**config.mk**
```make
export PLATFORM = sky130hd
export DESIGN_NAME = lc3_control_fsm_flat
export DESIGN_NICKNAME = d
export VERILOG_FILES = /design/src/rtl/lc3_control_fsm_if.sv /design/src/rtl/lc3_control_fsm.sv /design/src/flat_wrapper.sv
export SDC_FILE = /design/constraint.sdc
export NUM_CORES = 1
export LEC_CHECK = 0
export CAP_MARGIN = 20
export CELL_PAD_IN_SITES_DETAIL_PLACEMENT = 0
export CELL_PAD_IN_SITES_GLOBAL_PLACEMENT = 2
export CORE_ASPECT_RATIO = 1.2
export CORE_UTILIZATION = 21
export DETAILED_ROUTE_END_ITERATION = 8
export GPL_TIMING_DRIVEN = 0
export HOLD_SLACK_MARGIN = 0.12
export PLACE_DENSITY_LB_ADDON = 0.08
export SYNTH_ARGS = -nofsm -noshare
export SYNTH_HDL_FRONTEND = slang
export SYNTH_SLANG_ARGS = --single-unit
```
**constraint.sdc**
```tcl
create_clock -name Clk -period 2.8 [get_ports Clk]
set_input_delay 0.84 -clock Clk [delete_from_list [all_inputs] [get_ports Clk]]
set_output_delay 0.84 -clock Clk [all_outputs]
set_load 0.02 [all_outputs]
```
**src/rtl/lc3_control_fsm_if.sv**
```systemverilog
// lc3_control_fsm_if: control bundle between the LC-3 sequencer and the
// rest of the CPU (IR fields, Run/Continue, datapath loads/gates/selects and
// the active-low SRAM strobes).
//
// There is no valid/ready handshake on this bundle. Every signal is a level
// that holds for a whole clock cycle. Inputs are sampled on the rising edge
// of Clk. Outputs change only after a rising edge (or on Reset) and stay
// stable until the next one.
interface lc3_control_fsm_if;
    logic       Run;
    logic       Continue;
    logic [3:0] Opcode;
    logic       IR_5;
    logic       BEN;

    logic       LD_MAR, LD_MDR, LD_IR, LD_BEN, LD_CC, LD_REG, LD_PC, LD_LED;
    logic       GatePC, GateMDR, GateALU, GateMARMUX;
    logic [1:0] PCMUX, ADDR2MUX, ALUK;
    logic       DRMUX, SR1MUX, SR2MUX, ADDR1MUX, MIO_EN;
    logic       Mem_CE, Mem_UB, Mem_LB, Mem_OE, Mem_WE;

    // Sequencer side.
    modport master (
        input  Run, Continue, Opcode, IR_5, BEN,
        output LD_MAR, LD_MDR, LD_IR, LD_BEN, LD_CC, LD_REG, LD_PC, LD_LED,
        output GatePC, GateMDR, GateALU, GateMARMUX,
        output PCMUX, ADDR2MUX, ALUK,
        output DRMUX, SR1MUX, SR2MUX, ADDR1MUX, MIO_EN,
        output Mem_CE, Mem_UB, Mem_LB, Mem_OE, Mem_WE
    );

    // CPU wrapper / datapath / memory side.
    modport slave (
        output Run, Continue, Opcode, IR_5, BEN,
        input  LD_MAR, LD_MDR, LD_IR, LD_BEN, LD_CC, LD_REG, LD_PC, LD_LED,
        input  GatePC, GateMDR, GateALU, GateMARMUX,
        input  PCMUX, ADDR2MUX, ALUK,
        input  DRMUX, SR1MUX, SR2MUX, ADDR1MUX, MIO_EN,
        input  Mem_CE, Mem_UB, Mem_LB, Mem_OE, Mem_WE
    );
endinterface

```
**src/rtl/lc3_control_fsm.sv**
```systemverilog
// lc3_control_fsm: Moore sequencer for the LC-3 subset CPU. Walks fetch,
// decode and execute and drives every load, gate, mux select and SRAM strobe
// from the current state.
//
// Optional feature macro: PAUSE_INSTR_EN. When defined, opcode 1101 parks
// the machine in a pause loop (LED latch loaded) until Continue is pressed
// and released. When undefined, 1101 behaves as a NOP and Continue is unused.
//
// state_dbg exposes the current state encoding for debug and checkers.
module lc3_control_fsm (
    input  logic               Clk,
    input  logic               Reset,
    lc3_control_fsm_if.master  bus,
    output logic [4:0]         state_dbg
);

    typedef enum logic [4:0] {
        HALTED,
        S18, S33_1, S33_2, S35, S32,
        S01, S05, S09,
        S00, S22,
        S12,
        S04, S21,
        S06, S25_1, S25_2, S27,
        S07, S23, S16_1, S16_2,
        PAUSE_IR1, PAUSE_IR2
    } state_t;

    state_t state;
    state_t next_state;

    assign state_dbg = state;

    // State register; Reset drops straight back to Halted.
    always_ff @(posedge Clk or posedge Reset) begin
        if (Reset) begin
            state <= HALTED;
        end else begin
            state <= next_state;
        end
    end

    // Next-state and per-state control outputs.
    always_comb begin
        next_state     = state;

        bus.LD_MAR     = 1'b0;
        bus.LD_MDR     = 1'b0;
        bus.LD_IR      = 1'b0;
        bus.LD_BEN     = 1'b0;
        bus.LD_CC      = 1'b0;
        bus.LD_REG     = 1'b0;
        bus.LD_PC      = 1'b0;
        bus.LD_LED     = 1'b0;
        bus.GatePC     = 1'b0;
        bus.GateMDR    = 1'b0;
        bus.GateALU    = 1'b0;
        bus.GateMARMUX = 1'b0;
        bus.PCMUX      = 2'b00;
        bus.ADDR2MUX   = 2'b00;
        bus.ALUK       = 2'b00;
        bus.DRMUX      = 1'b0;
        bus.SR1MUX     = 1'b0;
        bus.SR2MUX     = 1'b0;
        bus.ADDR1MUX   = 1'b0;
        bus.MIO_EN     = 1'b0;
        bus.Mem_CE     = 1'b1;
        bus.Mem_UB     = 1'b1;
        bus.Mem_LB     = 1'b1;
        bus.Mem_OE     = 1'b1;
        bus.Mem_WE     = 1'b1;

        unique case (state)
            HALTED: begin
                if (bus.Run) next_state = S18;
            end

            // ---- fetch ----
            S18: begin
                bus.GatePC = 1'b1;
                bus.LD_MAR = 1'b1;
                bus.LD_PC  = 1'b1;
                bus.PCMUX  = 2'b00;
                next_state = S33_1;
            end
            S33_1: begin
                bus.MIO_EN = 1'b1;
                bus.Mem_CE = 1'b0;
                bus.Mem_UB = 1'b0;
                bus.Mem_LB = 1'b0;
                bus.Mem_OE = 1'b0;
                next_state = S33_2;
            end
            S33_2: begin
                bus.MIO_EN = 1'b1;
                bus.LD_MDR = 1'b1;
                bus.Mem_CE = 1'b0;
                bus.Mem_UB = 1'b0;
                bus.Mem_LB = 1'b0;
                bus.Mem_OE = 1'b0;
                next_state = S35;
            end
            S35: begin
                bus.GateMDR = 1'b1;
                bus.LD_IR   = 1'b1;
                next_state  = S32;
            end
            S32: begin
                bus.LD_BEN = 1'b1;
                case (bus.Opcode)
                    4'b0001: next_state = S01;
                    4'b0101: next_state = S05;
                    4'b1001: next_state = S09;
                    4'b0000: next_state = S00;
                    4'b1100: next_state = S12;
                    4'b0100: next_state = S04;
                    4'b0110: next_state = S06;
                    4'b0111: next_state = S07;
`ifdef PAUSE_INSTR_EN
                    4'b1101: next_state = PAUSE_IR1;
`endif
                    default: next_state = S18;
                endcase
            end

            // ---- ALU operate ----
            S01, S05: begin
                bus.SR1MUX  = 1'b1;
                bus.SR2MUX  = bus.IR_5;
                bus.ALUK    = (state == S05) ? 2'b01 : 2'b00;
                bus.GateALU = 1'b1;
                bus.LD_REG  = 1'b1;
                bus.LD_CC   = 1'b1;
                next_state  = S18;
            end
            S09: begin
                bus.SR1MUX  = 1'b1;
                bus.ALUK    = 2'b10;
                bus.GateALU = 1'b1;
                bus.LD_REG  = 1'b1;
                bus.LD_CC   = 1'b1;
                next_state  = S18;
            end

            // ---- branch; BEN was loaded at the S32 edge ----
            S00: begin
                next_state = bus.BEN ? S22 : S18;
            end
            S22: begin
                bus.ADDR1MUX = 1'b0;
                bus.ADDR2MUX = 2'b10;
                bus.PCMUX    = 2'b10;
                bus.LD_PC    = 1'b1;
                next_state   = S18;
            end

            // ---- jump through base register ----
            S12: begin
                bus.SR1MUX  = 1'b1;
                bus.ALUK    = 2'b11;
                bus.GateALU = 1'b1;
                bus.PCMUX   = 2'b01;
                bus.LD_PC   = 1'b1;
                next_state  = S18;
            end

            // ---- subroutine call: save PC in R7, then PC-relative jump ----
            S04: begin
                bus.GatePC = 1'b1;
                bus.DRMUX  = 1'b1;
                bus.LD_REG = 1'b1;
                next_state = S21;
            end
            S21: begin
                bus.ADDR1MUX = 1'b0;
                bus.ADDR2MUX = 2'b11;
                bus.PCMUX    = 2'b10;
                bus.LD_PC    = 1'b1;
                next_state   = S18;
            end

            // ---- base+offset address into MAR (LDR and STR share this) ----
            S06, S07: begin
                bus.ADDR1MUX   = 1'b1;
                bus.SR1MUX     = 1'b1;
                bus.ADDR2MUX   = 2'b01;
                bus.GateMARMUX = 1'b1;
                bus.LD_MAR     = 1'b1;
                next_state     = (state == S06) ? S25_1 : S23;
            end
            S25_1: begin
                bus.MIO_EN = 1'b1;
                bus.Mem_CE = 1'b0;
                bus.Mem_UB = 1'b0;
                bus.Mem_LB = 1'b0;
                bus.Mem_OE = 1'b0;
                next_state = S25_2;
            end
            S25_2: begin
                bus.MIO_EN = 1'b1;
                bus.LD_MDR = 1'b1;
                bus.Mem_CE = 1'b0;
                bus.Mem_UB = 1'b0;
                bus.Mem_LB = 1'b0;
                bus.Mem_OE = 1'b0;
                next_state = S27;
            end
            S27: begin
                bus.GateMDR = 1'b1;
                bus.LD_REG  = 1'b1;
                bus.LD_CC   = 1'b1;
                next_state  = S18;
            end

            // ---- store: source register (IR[11:9]) into MDR, then write ----
            S23: begin
                bus.SR1MUX  = 1'b0;
                bus.ALUK    = 2'b11;
                bus.GateALU = 1'b1;
                bus.LD_MDR  = 1'b1;
                bus.MIO_EN  = 1'b0;
                next_state  = S16_1;
            end
            S16_1: begin
                bus.Mem_CE = 1'b0;
                bus.Mem_UB = 1'b0;
                bus.Mem_LB = 1'b0;
                bus.Mem_WE = 1'b0;
                next_state = S16_2;
            end
            S16_2: begin
                bus.Mem_CE = 1'b0;
                bus.Mem_UB = 1'b0;
                bus.Mem_LB = 1'b0;
                bus.Mem_WE = 1'b0;
                next_state = S18;
            end

`ifdef PAUSE_INSTR_EN
            // ---- pause: wait for a full press-and-release of Continue ----
            PAUSE_IR1: begin
                bus.LD_LED = 1'b1;
                if (bus.Continue) next_state = PAUSE_IR2;
            end
            PAUSE_IR2: begin
                if (!bus.Continue) next_state = S18;
            end
`endif

            default: begin
                next_state = HALTED;
            end
        endcase
    end

endmodule

```
**src/flat_wrapper.sv**
```systemverilog
// flat-port wrapper written by rule: the top's interface ports become plain ports
module lc3_control_fsm_flat 
  (Clk, Reset, state_dbg, bus_Run, bus_Continue, bus_Opcode, bus_IR_5, bus_BEN, bus_LD_MAR, bus_LD_MDR, bus_LD_IR, bus_LD_BEN, bus_LD_CC, bus_LD_REG, bus_LD_PC, bus_LD_LED, bus_GatePC, bus_GateMDR, bus_GateALU, bus_GateMARMUX, bus_PCMUX, bus_ADDR2MUX, bus_ALUK, bus_DRMUX, bus_SR1MUX, bus_SR2MUX, bus_ADDR1MUX, bus_MIO_EN, bus_Mem_CE, bus_Mem_UB, bus_Mem_LB, bus_Mem_OE, bus_Mem_WE);
  lc3_control_fsm_if bus_i ();
  input  logic Clk;
  input  logic Reset;
  output logic [4:0] state_dbg;
  input wire logic [$bits(bus_i.Run)-1:0] bus_Run;
  input wire logic [$bits(bus_i.Continue)-1:0] bus_Continue;
  input wire logic [$bits(bus_i.Opcode)-1:0] bus_Opcode;
  input wire logic [$bits(bus_i.IR_5)-1:0] bus_IR_5;
  input wire logic [$bits(bus_i.BEN)-1:0] bus_BEN;
  output wire logic [$bits(bus_i.LD_MAR)-1:0] bus_LD_MAR;
  output wire logic [$bits(bus_i.LD_MDR)-1:0] bus_LD_MDR;
  output wire logic [$bits(bus_i.LD_IR)-1:0] bus_LD_IR;
  output wire logic [$bits(bus_i.LD_BEN)-1:0] bus_LD_BEN;
  output wire logic [$bits(bus_i.LD_CC)-1:0] bus_LD_CC;
  output wire logic [$bits(bus_i.LD_REG)-1:0] bus_LD_REG;
  output wire logic [$bits(bus_i.LD_PC)-1:0] bus_LD_PC;
  output wire logic [$bits(bus_i.LD_LED)-1:0] bus_LD_LED;
  output wire logic [$bits(bus_i.GatePC)-1:0] bus_GatePC;
  output wire logic [$bits(bus_i.GateMDR)-1:0] bus_GateMDR;
  output wire logic [$bits(bus_i.GateALU)-1:0] bus_GateALU;
  output wire logic [$bits(bus_i.GateMARMUX)-1:0] bus_GateMARMUX;
  output wire logic [$bits(bus_i.PCMUX)-1:0] bus_PCMUX;
  output wire logic [$bits(bus_i.ADDR2MUX)-1:0] bus_ADDR2MUX;
  output wire logic [$bits(bus_i.ALUK)-1:0] bus_ALUK;
  output wire logic [$bits(bus_i.DRMUX)-1:0] bus_DRMUX;
  output wire logic [$bits(bus_i.SR1MUX)-1:0] bus_SR1MUX;
  output wire logic [$bits(bus_i.SR2MUX)-1:0] bus_SR2MUX;
  output wire logic [$bits(bus_i.ADDR1MUX)-1:0] bus_ADDR1MUX;
  output wire logic [$bits(bus_i.MIO_EN)-1:0] bus_MIO_EN;
  output wire logic [$bits(bus_i.Mem_CE)-1:0] bus_Mem_CE;
  output wire logic [$bits(bus_i.Mem_UB)-1:0] bus_Mem_UB;
  output wire logic [$bits(bus_i.Mem_LB)-1:0] bus_Mem_LB;
  output wire logic [$bits(bus_i.Mem_OE)-1:0] bus_Mem_OE;
  output wire logic [$bits(bus_i.Mem_WE)-1:0] bus_Mem_WE;
  assign bus_i.Run = bus_Run;
  assign bus_i.Continue = bus_Continue;
  assign bus_i.Opcode = bus_Opcode;
  assign bus_i.IR_5 = bus_IR_5;
  assign bus_i.BEN = bus_BEN;
  assign bus_LD_MAR = bus_i.LD_MAR;
  assign bus_LD_MDR = bus_i.LD_MDR;
  assign bus_LD_IR = bus_i.LD_IR;
  assign bus_LD_BEN = bus_i.LD_BEN;
  assign bus_LD_CC = bus_i.LD_CC;
  assign bus_LD_REG = bus_i.LD_REG;
  assign bus_LD_PC = bus_i.LD_PC;
  assign bus_LD_LED = bus_i.LD_LED;
  assign bus_GatePC = bus_i.GatePC;
  assign bus_GateMDR = bus_i.GateMDR;
  assign bus_GateALU = bus_i.GateALU;
  assign bus_GateMARMUX = bus_i.GateMARMUX;
  assign bus_PCMUX = bus_i.PCMUX;
  assign bus_ADDR2MUX = bus_i.ADDR2MUX;
  assign bus_ALUK = bus_i.ALUK;
  assign bus_DRMUX = bus_i.DRMUX;
  assign bus_SR1MUX = bus_i.SR1MUX;
  assign bus_SR2MUX = bus_i.SR2MUX;
  assign bus_ADDR1MUX = bus_i.ADDR1MUX;
  assign bus_MIO_EN = bus_i.MIO_EN;
  assign bus_Mem_CE = bus_i.Mem_CE;
  assign bus_Mem_UB = bus_i.Mem_UB;
  assign bus_Mem_LB = bus_i.Mem_LB;
  assign bus_Mem_OE = bus_i.Mem_OE;
  assign bus_Mem_WE = bus_i.Mem_WE;
  lc3_control_fsm u_core (.Clk(Clk), .Reset(Reset), .bus(bus_i), .state_dbg(state_dbg));
endmodule
```
==> flow_summary.json <==
{
  "instances_no_fill": 236,
  "min_period_over_period": 0.980,
  "rows": 25,
  "p_per_area_nw_per_um2": 913,
  "dp_cells": 232,
  "layout_commonest_cell": "nor2_1",
  "clkTransAtPathRegs_ns": 0.03,
  "cp.arrival_ns": 1.91,
  "gp_congestion": 0.876,
  "place_ws_ns": -0.165,
  "period_minus_slack_ns": 2.75,
  "synth_nets": 149,
  "clock_latency_ns": 0.22,
  "dieArea_um2": 4480,
  "largest_register_ffs": 5,
  "grt_first_pass_wirelength_mm": 5.09,
  "hold_buffers": 0,
  "hpwl_mm": 2.44,
  "cts_max_path_buffers": 2,
  "drv_cap": 0,
  "cp_data_required_time_ns": 1.96,
  "grt_use_total": 0.153,
  "skew_ns": 0.000534,
  "ys_seq_area_frac": 0.141,
  "die_h_um": 73.1,
  "synth.distinct_cells": 43,
  "start_kind": "flop",
  "synth_edf_count": 0,
  "setup_ws_ns": 0.0550,
  "drtAntennaViolNets": 0,
  "coreArea_um2": 3970,
  "cts_buffers": 3,
  "ys_warn_count": 0,
  "fmax_mhz": 364,
  "grt_antenna_before_repair": 0,
  "io_pins": 43,
  "grt_pass1_vias": 1034,
  "post_drt_wl_per_cell_um": 13.5,
  "synthArstFlopShare": 1.00,
  "critPathKind": "flop to primary output",
  "r2r_start": "u_core.state_dbg[3]",
  "clockRootBuffer": "clkbuf_8",
  "timing.hold.ws_ns": 0.809,
  "synth-seq-cells": 5,
  "synth_area_um2": 885,
  "p_leak_nw": 0.653,
  "fin_setup_tns_ns": 0,
  "htree_levels": 1,
  "area_growth_pct": 57.1,
  "nNetsFinal": 193,
  "grt-ovfl-total": 0,
  "r2r_slack_ns": 1.22,
  "rsz0062_at_grt": "yes",
  "hold_viol": 0,
  "cts_tree": "yes",
  "critical_path.max_fanout": 10,
  "fillCellCount": 467,
  "synth_top_flop_cell": "dfrtp_1",
  "postSynthCellCount": 139,
  "grt_max_degree": 11,
  "slew_violations": 0,
  "drt_iter0_drc": 47,
  "power_mw": 1.27,
  "die_x_um": 61.2,
  "dr.pass1.iters": 4,
  "drc": 0,
  "setup_violations": 0,
  "outcome": "completed",
  "crit-reg2reg-capture": "u_core.state_dbg[4]",
  "n_antenna_cell": 0,
  "port_buffers": 39,
  "hold_class": "input port to asynchronous set/reset pin",
  "final_cell_mix": "18 x nor2_1, 16 x clkdlybuf4s50_1, 16 x dlygate4sd2_1",
  "irDropWorstVdd_v": 0.000510,
  "cts_sinks": 5,
  "drive_gt1_frac": 0.187,
  "worstRegToRegCells": 5,
  "vias": 1104,
  "routed_wl_mm": 3.18,
  "syn_avg_cell_area_um2": 6.36,
  "cp-end-kind": "primary output",
  "via_per_inst": 4.68,
  "initial_core_util": 0.223
}
## critical path, stage by stage, from the launching register on
cell             delay (ns)
dfrtp_1                0.42
buf_6                  0.16
nor2_1                 0.29
a21boi_1               0.20
clkdlybuf4s50_1        0.61
## cell type report
| class | instances | area (µm²) | share of cell area |
|---|---|---|---|
| clock buffer | 4 | 45.0 | 0.0324 |
| buffer | 17 | 118 | 0.0846 |
| sequential | 5 | 126 | 0.0909 |
| inverter | 9 | 33.8 | 0.0243 |
| tap | 54 | 67.6 | 0.0486 |
| timing repair buffer | 39 | 353 | 0.254 |
| multi-input combinational | 108 | 647 | 0.465 |
## worst max path at each step
stage	from	endpoint	slack, ns	depth (start not counted)
CTS	u_core.state_dbg[2]	bus_GateMARMUX	0.04	6
global placement	u_core.state_dbg[2]	bus_Mem_LB	-0.16	6
detailed placement	u_core.state_dbg[2]	bus_Mem_UB	-0.16	6
finish	u_core.state_dbg[3]	bus_LD_MDR	0.05	4
global route	u_core.state_dbg[2]	bus_LD_MDR	-0.01	4
floorplan	u_core.state_dbg[2]	bus_Mem_LB	0.02	5
## per-layer routing
| layer | up-vias | global-route usage | share of wire |
|---|---|---|---|
| li1 | 575 | - | - |
| met2 | 31 | 0.237 | 0.46 |
| met4 | 0 | 0.0758 | 0.020 |
| met1 | 492 | 0.209 | 0.49 |
| met3 | 6 | 0.0142 | 0.036 |
| met5 | - | 0 | 0 |
## metrics by stage
stage                     utilization  area [µm²]
after floorplan                     -         885
after global placement          0.338        1340
after detailed placement        0.338        1340
after CTS                       0.351        1390
after global routing            0.350        1390
final                           0.350        1390
## cells by family after synthesis
group / after synthesis / synth area share
flops: 5 / 0.141
buf+inv: 26 / 0.153
simple gates: 61 / 0.352
other cells: 1 / 0.00424
compound gates: 44 / 0.325
mux: 2 / 0.0240
## cells in the mapped netlist (all sizes together), types with 2 or more instances
cell type | number | area share
nor2 | 21 | 0.092
buf | 15 | 0.11
a21oi | 14 | 0.079
nand2 | 10 | 0.042
nand2b | 10 | 0.071
o21ai | 10 | 0.057
inv | 9 | 0.038
dfrtp | 5 | 0.14
nor3 | 5 | 0.028
nand3 | 3 | 0.023
nor2b | 3 | 0.021
o31ai | 3 | 0.025
a21o | 2 | 0.017
a31oi | 2 | 0.014
and3 | 2 | 0.014
clkbuf | 2 | 0.0085
o21a | 2 | 0.017
o221ai | 2 | 0.020
o32ai | 2 | 0.028
## power breakdown
group	leakage (nW)	internal, mW	total, mW	switching [mW]
sequential	0.0638	0.0976	0.137	0.0395
combinational	0.567	0.401	1.00	0.599
clock	0.0228	0.0976	0.131	0.0336
## repair_timing
item                                    CTS  global route
endpoints found under the setup margin   24             9
buffers inserted                          0             0
gates resized for setup                  37             9
No activity file was read; power rests on OpenSTA's default activity.
